**config.mk**
```make
export PLATFORM = sky130hd
export DESIGN_NAME = mips_multicycle_ctrl
export DESIGN_NICKNAME = d
export VERILOG_FILES = /design/src/rtl/mips_multicycle_ctrl.sv
export SDC_FILE = /design/constraint.sdc
export NUM_CORES = 1
export LEC_CHECK = 0
export CAP_MARGIN = 5
export CELL_PAD_IN_SITES_DETAIL_PLACEMENT = 1
export CELL_PAD_IN_SITES_GLOBAL_PLACEMENT = 1
export CORE_MARGIN = 5
export CORE_UTILIZATION = 25
export CTS_BUF_LIST = sky130_fd_sc_hd__clkbuf_8
export DETAILED_ROUTE_END_ITERATION = 10
export HOLD_SLACK_MARGIN = 0.12
export PLACE_DENSITY_LB_ADDON = 0.1
export SETUP_SLACK_MARGIN = 0.2
export SLEW_MARGIN = 20
export SYNTH_ARGS = -nofsm -noshare
export SYNTH_HDL_FRONTEND = slang
export SYNTH_SLANG_ARGS = --single-unit
```
**constraint.sdc**
```tcl
create_clock -name clk -period 1.83 [get_ports clk]
set_input_delay 0.366 -clock clk [delete_from_list [all_inputs] [get_ports clk]]
set_output_delay 0.366 -clock clk [all_outputs]
set_load 0.05 [all_outputs]
```
**src/rtl/mips_multicycle_ctrl.sv**
```systemverilog
// Multicycle MIPS control unit: Moore FSM sequencing fetch/decode/execute/writeback.
// Optional MIPS_CTRL_BNE_EN adds bne (op 000101) through the beq execute state.
module mips_multicycle_ctrl #(
    parameter int WAIT_MEM = 1,
    parameter int STATE_W  = 4
) (
    input  logic               clk,
    input  logic               reset_n,
    input  logic [5:0]         op,
    input  logic [5:0]         funct,
    input  logic               zero,
    input  logic               mem_ready,
    output logic               pcen,
    output logic               irwrite,
    output logic               memwrite,
    output logic               regwrite,
    output logic               iord,
    output logic               memtoreg,
    output logic               regdst,
    output logic               alusrca,
    output logic [1:0]         alusrcb,
    output logic [1:0]         pcsrc,
    output logic [2:0]         alucontrol,
    output logic               illegal,
    output logic [STATE_W-1:0] state
);

    typedef enum logic [STATE_W-1:0] {
        FETCH   = STATE_W'(0),
        DECODE  = STATE_W'(1),
        MEMADR  = STATE_W'(2),
        MEMRD   = STATE_W'(3),
        MEMWB   = STATE_W'(4),
        MEMWR   = STATE_W'(5),
        RTYPEEX = STATE_W'(6),
        RTYPEWB = STATE_W'(7),
        BEQEX   = STATE_W'(8),
        ADDIEX  = STATE_W'(9),
        ADDIWB  = STATE_W'(10),
        JEX     = STATE_W'(11)
    } state_t;

    localparam logic [5:0] OP_RTYPE = 6'b000000;
    localparam logic [5:0] OP_LW    = 6'b100011;
    localparam logic [5:0] OP_SW    = 6'b101011;
    localparam logic [5:0] OP_BEQ   = 6'b000100;
    localparam logic [5:0] OP_BNE   = 6'b000101;
    localparam logic [5:0] OP_ADDI  = 6'b001000;
    localparam logic [5:0] OP_J     = 6'b000010;

    state_t state_q;
    state_t state_d;

    logic mem_ok;
    logic branch_cond;
    logic pcwrite;
    logic branch;
    logic irwrite_raw;
    logic memwrite_raw;
    logic regwrite_raw;
    logic illegal_raw;
    logic [3:0] funct_dec;

    // Returns {valid, alucontrol} for an R-type funct field.
    function automatic logic [3:0] decode_funct(input logic [5:0] f);
        case (f)
            6'b100000: decode_funct = {1'b1, 3'b010};
            6'b100010: decode_funct = {1'b1, 3'b110};
            6'b100100: decode_funct = {1'b1, 3'b000};
            6'b100101: decode_funct = {1'b1, 3'b001};
            6'b101010: decode_funct = {1'b1, 3'b111};
            default:   decode_funct = {1'b0, 3'b010};
        endcase
    endfunction

    assign mem_ok    = (WAIT_MEM != 0) ? mem_ready : 1'b1;
    assign funct_dec = decode_funct(funct);

`ifdef MIPS_CTRL_BNE_EN
    assign branch_cond = op[0] ? ~zero : zero;
`else
    assign branch_cond = zero;
`endif

    always_comb begin
        state_d      = FETCH;
        pcwrite      = 1'b0;
        branch       = 1'b0;
        irwrite_raw  = 1'b0;
        memwrite_raw = 1'b0;
        regwrite_raw = 1'b0;
        illegal_raw  = 1'b0;
        iord         = 1'b0;
        memtoreg     = 1'b0;
        regdst       = 1'b0;
        alusrca      = 1'b0;
        alusrcb      = 2'b00;
        pcsrc        = 2'b00;
        alucontrol   = 3'b010;
        case (state_q)
            FETCH: begin
                alusrcb     = 2'b01;
                irwrite_raw = mem_ok;
                pcwrite     = mem_ok;
                state_d     = mem_ok ? DECODE : FETCH;
            end
            DECODE: begin
                alusrcb = 2'b11;
                case (op)
                    OP_LW, OP_SW: state_d = MEMADR;
                    OP_RTYPE:     state_d = RTYPEEX;
                    OP_BEQ:       state_d = BEQEX;
`ifdef MIPS_CTRL_BNE_EN
                    OP_BNE:       state_d = BEQEX;
`endif
                    OP_ADDI:      state_d = ADDIEX;
                    OP_J:         state_d = JEX;
                    default: begin
                        state_d     = FETCH;
                        illegal_raw = 1'b1;
                    end
                endcase
            end
            MEMADR: begin
                alusrca = 1'b1;
                alusrcb = 2'b10;
                // op[3] separates sw (101011) from lw (100011)
                state_d = op[3] ? MEMWR : MEMRD;
            end
            MEMRD: begin
                iord    = 1'b1;
                state_d = mem_ok ? MEMWB : MEMRD;
            end
            MEMWB: begin
                memtoreg     = 1'b1;
                regwrite_raw = 1'b1;
            end
            MEMWR: begin
                iord         = 1'b1;
                memwrite_raw = 1'b1;
                state_d      = mem_ok ? FETCH : MEMWR;
            end
            RTYPEEX: begin
                alusrca     = 1'b1;
                alucontrol  = funct_dec[2:0];
                illegal_raw = ~funct_dec[3];
                state_d     = funct_dec[3] ? RTYPEWB : FETCH;
            end
            RTYPEWB: begin
                regdst       = 1'b1;
                regwrite_raw = 1'b1;
            end
            BEQEX: begin
                alusrca    = 1'b1;
                alucontrol = 3'b110;
                pcsrc      = 2'b01;
                branch     = 1'b1;
            end
            ADDIEX: begin
                alusrca = 1'b1;
                alusrcb = 2'b10;
                state_d = ADDIWB;
            end
            ADDIWB: regwrite_raw = 1'b1;
            JEX: begin
                pcsrc   = 2'b10;
                pcwrite = 1'b1;
            end
            default: state_d = FETCH;
        endcase
    end

    // Write enables are held off for the whole reset cycle so an aborted access never commits.
    assign pcen     = reset_n & (pcwrite | (branch & branch_cond));
    assign irwrite  = reset_n & irwrite_raw;
    assign memwrite = reset_n & memwrite_raw;
    assign regwrite = reset_n & regwrite_raw;
    assign illegal  = reset_n & illegal_raw;
    assign state    = state_q;

    always_ff @(posedge clk) begin
        if (!reset_n) state_q <= FETCH;
        else          state_q <= state_d;
    end

endmodule

```
==> flow_metrics.env, run 1 <==
export IMPL_outcome="did not finish"
export IMPL_haltStage="clock tree synthesis (4_1_cts)"
export IMPL_error="[ERROR DPL-0033] detailed placement checks failed during check placement."
export IMPL_cts_root_buffer="clkbuf_8"
export IMPL_synthFlopType="dfxtp_1"
export IMPL_pre_cts_ws_ns=-0.482
export IMPL_ctsHoldBuffers=0
export IMPL_die_height_um=59.5
export IMPL_io_pins=36
export IMPL_die_w_um=59.5
export IMPL_netlist_instances=88
export IMPL_cts_resized=78
export IMPL_placed_area_um2=1440
export IMPL_cts_buffers=3
export IMPL_synth_net_count=104
export IMPL_syn_area_per_cell_um2=6.95
export IMPL_gp_congestion=0.813
export IMPL_ys_warn_count=0
export IMPL_port_buffers=35
export IMPL_syn_area_um2=612
export IMPL_htree_num_levels=1
export IMPL_ys_ff_latch=4
export IMPL_initial_utilization_pct=25.4
export IMPL_synth_cell_types=39
export IMPL_numClockSinks=4
export IMPL_ys_seq_area_share_pct=13.1
export IMPL_post_cts_buffers=14
export IMPL_rows=18
export IMPL_cts_path_max_buffers=2
export IMPL_dpl_hpwl_mm=2.39
export IMPL_synthArstFlopShare_pct=0
export IMPL_synth_edf_count=0
[per-stage QoR]
step	hold WS, ns	TNS (ns)	util, %	std cells
floorplan	0.580	-0.609	-	88
global placement	0.549	-0.856	59.6	171
detailed placement	0.594	-1.13	59.6	171
[cells in the mapped netlist (2+ instances only)]
| cell | number | share of area, % |
|---|---|---|
| a21oi_1 | 8 | 6.5 |
| a31oi_1 | 2 | 2.0 |
| and3_1 | 2 | 2.0 |
| buf_2 | 2 | 1.6 |
| clkbuf_1 | 2 | 1.2 |
| dfxtp_1 | 4 | 13 |
| inv_1 | 3 | 1.8 |
| mux2i_1 | 2 | 3.3 |
| nand2_1 | 3 | 1.8 |
| nand2b_1 | 6 | 6.1 |
| nand3_1 | 3 | 2.5 |
| nand3b_1 | 2 | 2.5 |
| nor2_1 | 9 | 5.5 |
| nor2b_1 | 2 | 2.0 |
| nor3_1 | 8 | 6.5 |
| nor4_1 | 2 | 2.0 |
| o21ai_0 | 4 | 3.3 |
| or2b_1 | 2 | 2.5 |
| xor2_1 | 2 | 2.9 |
[kinds of logic after synthesis]
family,after synthesis,synth area share [%]
muxes,3,5.11
DFF,4,13.1
AOI/OAI and AO/OA,24,26.8
and+or+nand+nor,46,44.2
xor gates and xnor gates,3,4.30
buffers and inverters,8,6.54
==> run 2, diff against run 1 <==
Settings changed: CELL_PAD_IN_SITES_DETAIL_PLACEMENT 1 to default, CELL_PAD_IN_SITES_GLOBAL_PLACEMENT 1 to default, CORE_AREA from default to 5 5 66 68, CORE_MARGIN 5 to default, CORE_UTILIZATION 25 to default, CTS_BUF_LIST sky130_fd_sc_hd__clkbuf_8 to default, DIE_AREA from default to 0 0 71 73, HOLD_SLACK_MARGIN 0.12 to default, PLACE_DENSITY_LB_ADDON 0.1 to 0.15, SETUP_SLACK_MARGIN 0.2 to default.
==> flow_metrics.env, run 2 <==
export IMPL_synthFlopType="dfxtp_1"
export IMPL_cts_path_max_buffers=2
export IMPL_cellPowerDensity_nw_per_um2=305
export IMPL_ys_top_cells_by_count="nor2_1, a21oi_1, nor3_1"
export IMPL_grt_start_max_net_pins=16
export IMPL_required_ns=1.46
export IMPL_wl_met3_um=202
export IMPL_core_area_um2=3800
export IMPL_yosysMostFrequentCell="nor2_1"
export IMPL_cp_max_fo=5
export IMPL_initial_utilization_pct=16.1
export IMPL_dpl_hpwl_mm=2.02
export IMPL_syn_area_per_cell_um2=6.95
export IMPL_ys_seq_area_share_pct=13.1
export IMPL_grt_pass1_wl_mm=4.44
export IMPL_placed_area_um2=1450
export IMPL_drive_above_1_share_pct=62.7
export IMPL_tightest_slew_ns=0.377
export IMPL_cts_tree="built"
export IMPL_die_height_um=73
export IMPL_synth_top_area_cell="dfxtp_1"
export IMPL_most_common_layout_cells="buf_4, buf_12, a21oi_1, dlygate4sd2_1"
export IMPL_finalInstanceArea_um2=1640
export IMPL_rsz0062_at_grt="true"
export IMPL_antenna_cells=0
export IMPL_cpMaxStageDelayCell="dfxtp_4"
export IMPL_final_core_util_pct=43.1
export IMPL_crit_cells=5
export IMPL_synthArstFlopShare_pct=0
export IMPL_wl_per_cell_um=12.4
export IMPL_die_w_um=71
export IMPL_fin_hold_ws_ns=0.664
export IMPL_crit_type="flop to primary output"
export IMPL_setup_viol=1
export IMPL_syn2layout_area_growth_pct=168
export IMPL_reg2reg_depth=6
export IMPL_die_area_um2=5180
export IMPL_max_cap_viol_count=0
export IMPL_synth_cell_types=39
export IMPL_fin_ws_ns=-0.0188
export IMPL_port_buffers=35
export IMPL_layout_min_cycle_time_ns=1.85
export IMPL_area_sequential_um2=87.6
export IMPL_first_pass_iters=4
export IMPL_htree_num_levels=1
export IMPL_numClockSinks=4
export IMPL_final_common_cell="buf_4"
export IMPL_highest_layer="met4"
export IMPL_wl_met2_mm=1.22
export IMPL_ant_nets=0
export IMPL_ys_ff_latch=4
export IMPL_finalClockSkew_ns=0.00376
export IMPL_slew_headroom_pct=74.6
export IMPL_multi_input_comb_area_um2=688
export IMPL_final_hold_viol_count=0
export IMPL_netlist_area_leader_share_pct=13.1
export IMPL_antenna_found_initial=0
export IMPL_cts_root_buffer="clkbuf_8"
export IMPL_grt_pass1_vias=932
export IMPL_largest_reg_flops=4
export IMPL_cp_end_kind="primary output"
export IMPL_vdd_drop_max_uv=171
export IMPL_slowest_delay_ns=0.35
export IMPL_io_pins=36
export IMPL_rows=23
export IMPL_crit_family="simple AND/OR/NAND/NOR gates"
export IMPL_slew_viol_final=0
export IMPL_gp_congestion=0.716
export IMPL_reg2reg_from="state[3]$_SDFF_PN0_"
export IMPL_drt_iter0_markers=43
export IMPL_fill_cells=404
export IMPL_violations="negative setup slack"
export IMPL_netlist_instances=88
export IMPL_total_power_uw=500
export IMPL_vias=894
export IMPL_cp_start_kind="flop"
export IMPL_routed_wl_mm=2.49
export IMPL_synth_net_count=104
export IMPL_overflow=0
export IMPL_p_leak_nw=0.647
export IMPL_fmax_mhz=541
export IMPL_synth_edf_count=0
export IMPL_syn_area_um2=612
export IMPL_clk_pin_slew_worst_paths_ns=0.03
export IMPL_ys_warn_count=0
export IMPL_cts_buffers=3
export IMPL_ctsHoldBuffers=0
export IMPL_final_nets=167
export IMPL_drt_vias_per_instance=4.47
export IMPL_crit_buf_inv=1
export IMPL_synthTopCellsByArea="dfxtp_1, a21oi_1, nor3_1"
export IMPL_wl_met1_mm=1.06
export IMPL_groute_usage_overall_pct=10.4
export IMPL_path_cells="or2b_4 -> mux2_4 -> nor2_4 -> o21a_4 -> buf_12"
export IMPL_min_from="op[2]"
export IMPL_arrival_ns=1.48
export IMPL_insertion_delay_ns=0.22
export IMPL_hold_depth=5
export IMPL_period_share_pct=101
export IMPL_crit_start="state[3]$_SDFF_PN0_"
export IMPL_hp_class="primary input to flop"
export IMPL_post_route_drc_count=0
export IMPL_outcome="finished with violations"
[run 2: cell counts after synthesis]
No cell type changed its count.
[run 2: cell families (layout without fill, tap and decap cells)]
kind of cell           count (synthesis)  after routing  share of synthesized area (%)
AND/OR/NAND/NOR                       46             46                           44.2
AO/OA/AOI/OAI                         24             24                           26.8
buffers and inverters                  8             70                           6.54
flip-flops                             4              4                           13.1
XOR/XNOR                               3              3                           4.30
multiplexers                           3              3                           5.11
[run 2: cell type report]
cell class	instances	area share (%)
repair buffers	63	45.4
multi-input cells	76	42.0
flip-flops and latches	4	5.34
well taps	50	3.82
clock buffers	4	2.75
inverters	3	0.687
[run 2: layer usage]
layer	global-route usage, %	vias to the layer above
met5	0	-
met4	2.51	0
met3	4.13	2
met2	18.3	27
met1	11.9	412
li1	-	453
[run 2: path summary, 6_finish.rpt]
kind | endpoint | slack [ns]
worst max-delay path | regwrite | -0.02
worst min-delay path | state[1]$_SDFF_PN0_ | 0.66
worst max register to register | state[1]$_SDFF_PN0_ | 0.45
worst min register to register | state[3]$_SDFF_PN0_ | 0.70
[run 2: what timing repair did]
item                                    4_1_cts  5_1_grt
endpoints found under the setup margin        7        7
gates cloned                                  0        0
pin swaps                                    11        8
gates resized for setup                      45       10
buffers inserted                              7        0
[run 2: metrics by stage]
step / setup WS, ns / instances / setup TNS (ns)
global route: -0.0805 / 200 / -0.179
global placement: -0.464 / 190 / -0.821
detailed placement: -0.541 / 190 / -0.954
floorplan: -0.201 / 88 / -0.541
CTS: -0.0406 / 200 / -0.0721
finish: -0.0188 / 200 / -0.0188
[run 2: tightest hold or removal path, cell delays in order]
cell and delay (ns):
buf_2 0.11, buf_4 0.13, nor4_4 0.05, o21ai_2 0.06
a41oi_2 0.11
[run 2: power by group]
group          total (mW)  switching [mW]  leakage (nW)  internal (mW)
clock               0.197          0.0478        0.0228          0.149
combinational       0.213           0.106         0.589          0.107
sequential         0.0901         0.00139        0.0346         0.0887
Note: power is estimated with default switching activity, not from simulation.
==> run 3, diff against run 2 <==
==> constraint.sdc (replaced) <==
create_clock -name clk -period 1.83 [get_ports clk]
set_input_delay 0.183 -clock clk [delete_from_list [all_inputs] [get_ports clk]]
set_output_delay 0.183 -clock clk [all_outputs]
set_load 0.05 [all_outputs]
==> flow_metrics.env, run 3 (synthesis results as in run 2) <==
export IMPL_slew_viol_final=0
export IMPL_cellPowerDensity_nw_per_um2=325
export IMPL_fill_cells=413
export IMPL_layout_min_cycle_time_ns=1.73
export IMPL_final_hold_viol_count=0
export IMPL_p_seq_share_pct=20.6
export IMPL_reg2reg_from="state[3]$_SDFF_PN0_"
export IMPL_die_area_um2=5180
export IMPL_largest_reg_flops=4
export IMPL_groute_usage_overall_pct=9.63
export IMPL_syn2layout_area_growth_pct=131
export IMPL_cts_path_max_buffers=2
export IMPL_netSwitchingFraction_pct=29.4
export IMPL_die_height_um=73
export IMPL_most_common_layout_cells="buf_4, buf_12, clkdlybuf4s50_1"
export IMPL_highest_layer="met4"
export IMPL_drive_above_1_share_pct=48.3
export IMPL_final_core_util_pct=37.3
export IMPL_final_nets=161
export IMPL_max_cap_viol_count=0
export IMPL_initial_utilization_pct=16.1
export IMPL_cts_root_buffer="clkbuf_8"
export IMPL_crit_start="state[2]$_SDFF_PN0_"
export IMPL_post_route_drc_count=0
export IMPL_outcome="finished clean"
export IMPL_period_share_pct=94.8
export IMPL_wl_met2_mm=1.13
export IMPL_tightest_slew_ns=0.503
export IMPL_drt_iter0_markers=58
export IMPL_gp_congestion=0.831
export IMPL_slew_headroom_pct=66.4
export IMPL_vdd_drop_max_uv=173
export IMPL_cts_buffers=3
export IMPL_insertion_delay_ns=0.21
export IMPL_power_frac_comb_pct=39.8
export IMPL_rsz0062_at_grt="false"
export IMPL_multi_input_comb_area_um2=572
export IMPL_cp_end_kind="primary output"
export IMPL_required_ns=1.65
export IMPL_clkPwrFrac_pct=39.6
export IMPL_grt_pass1_wl_mm=4.11
export IMPL_hp_class="primary input to flop"
export IMPL_min_from="op[0]"
export IMPL_core_area_um2=3800
export IMPL_first_pass_iters=4
export IMPL_ant_nets=0
export IMPL_overflow=0
export IMPL_wl_met1_mm=1.15
export IMPL_antenna_cells=0
export IMPL_p_leak_nw=0.552
export IMPL_setup_viol=0
export IMPL_cell_internal_pwr_uw=325
export IMPL_port_buffers=35
export IMPL_wl_per_cell_um=12.6
export IMPL_antenna_found_initial=0
export IMPL_die_w_um=71
export IMPL_dpl_hpwl_mm=2.03
export IMPL_routed_wl_mm=2.43
export IMPL_fmax_mhz=577
export IMPL_cp_start_kind="flop"
export IMPL_netSwitchingPower_uw=136
export IMPL_arrival_ns=1.55
export IMPL_cts_tree="built"
export IMPL_wl_met3_um=100
export IMPL_htree_num_levels=1
export IMPL_crit_type="flop to primary output"
export IMPL_numClockSinks=4
export IMPL_finalClockSkew_ns=0.00195
export IMPL_total_power_uw=461
export IMPL_vias=863
export IMPL_grt_start_max_net_pins=12
export IMPL_clk_pin_slew_worst_paths_ns=0.03
export IMPL_final_common_cell="buf_4"
export IMPL_cp_max_fo=11
export IMPL_drt_vias_per_instance=4.47
export IMPL_rows=23
export IMPL_grt_pass1_vias=868
export IMPL_io_pins=36
export IMPL_area_sequential_um2=85.1
## run 3: cell types whose count changed in the layout (fill, tap and decap cells not counted), moves of 3 or more
| cell | previous run | this run |
|---|---|---|
| buf_12 | 18 | 14 |
| nor2_2 | 6 | 3 |
| buf_6 | 6 | 1 |
| nor2_1 | 0 | 5 |
| dlygate4sd2_1 | 7 | 4 |
| clkdlybuf4s50_1 | 1 | 11 |
## run 3: final cells by class
type                            instances  area share, %
Tap cell                               50           4.42
Sequential cell                         4           6.01
Timing Repair Buffer                   57           45.5
Multi-Input combinational cell         76           40.4
Clock buffer                            3           2.92
Inverter                                3          0.795
## run 3: final timing paths
path	slack (ns)	cells past startpoint	endpoint
hold / removal	0.56	5	state[0]$_SDFF_PN0_
hold reg to reg	0.66	2	state[1]$_SDFF_PN0_
setup / recovery	0.1	5	regwrite
setup reg to reg	0.38	5	state[1]$_SDFF_PN0_
## run 3: through the flow
step                worst slack [ns]  hold WS [ns]  setup TNS, ns  area, µm²  cells
finish                        0.0960         0.561              0       1420    193
global route                 0.00125         0.610              0       1420    193
CTS                          0.00238         0.640              0       1410    193
detailed placement            -0.169         0.653         -0.169       1350    188
global placement             -0.0738         0.653        -0.0738       1350    188
floorplan                     -0.138         0.399         -0.253        686     88
## run 3: what timing repair did
| item | in CTS | in global routing |
|---|---|---|
| endpoints found under the hold margin | 0 | 0 |
| gates resized for setup | 6 | 3 |
| setup buffers | 2 | 0 |
| endpoints found under the setup margin | 1 | 4 |
| pin swaps | 2 | 0 |
| hold buffers | 0 | 0 |
## run 3: critical path, cell delays in order (launching register included)
cell	delay [ns]
dfxtp_2	0.38
or2b_4	0.31
mux2_2	0.27
nor2_1	0.09
o21a_2	0.15
buf_12	0.13
## run 3: power by group through the flow
| stage | combinational [mW] | sequential (mW) | clock [mW] |
|---|---|---|---|
| 6_report | 0.183 | 0.0949 | 0.182 |
| 5_1_grt | 0.197 | 0.0956 | 0.194 |
| 4_1_cts | 0.185 | 0.0950 | 0.189 |
| 3_3_place_gp | 0.183 | 0.0964 | 0 |
| 3_5_place_dp | 0.184 | 0.0961 | 0 |
| 2_1_floorplan | 0.0745 | 0.100 | 0 |
## run 3: per-layer routing
layer	vias to the layer above	GRT usage, %
li1	435	-
met1	391	12.6
met2	31	16.0
met3	6	1.52
met4	0	3.55
met5	-	0
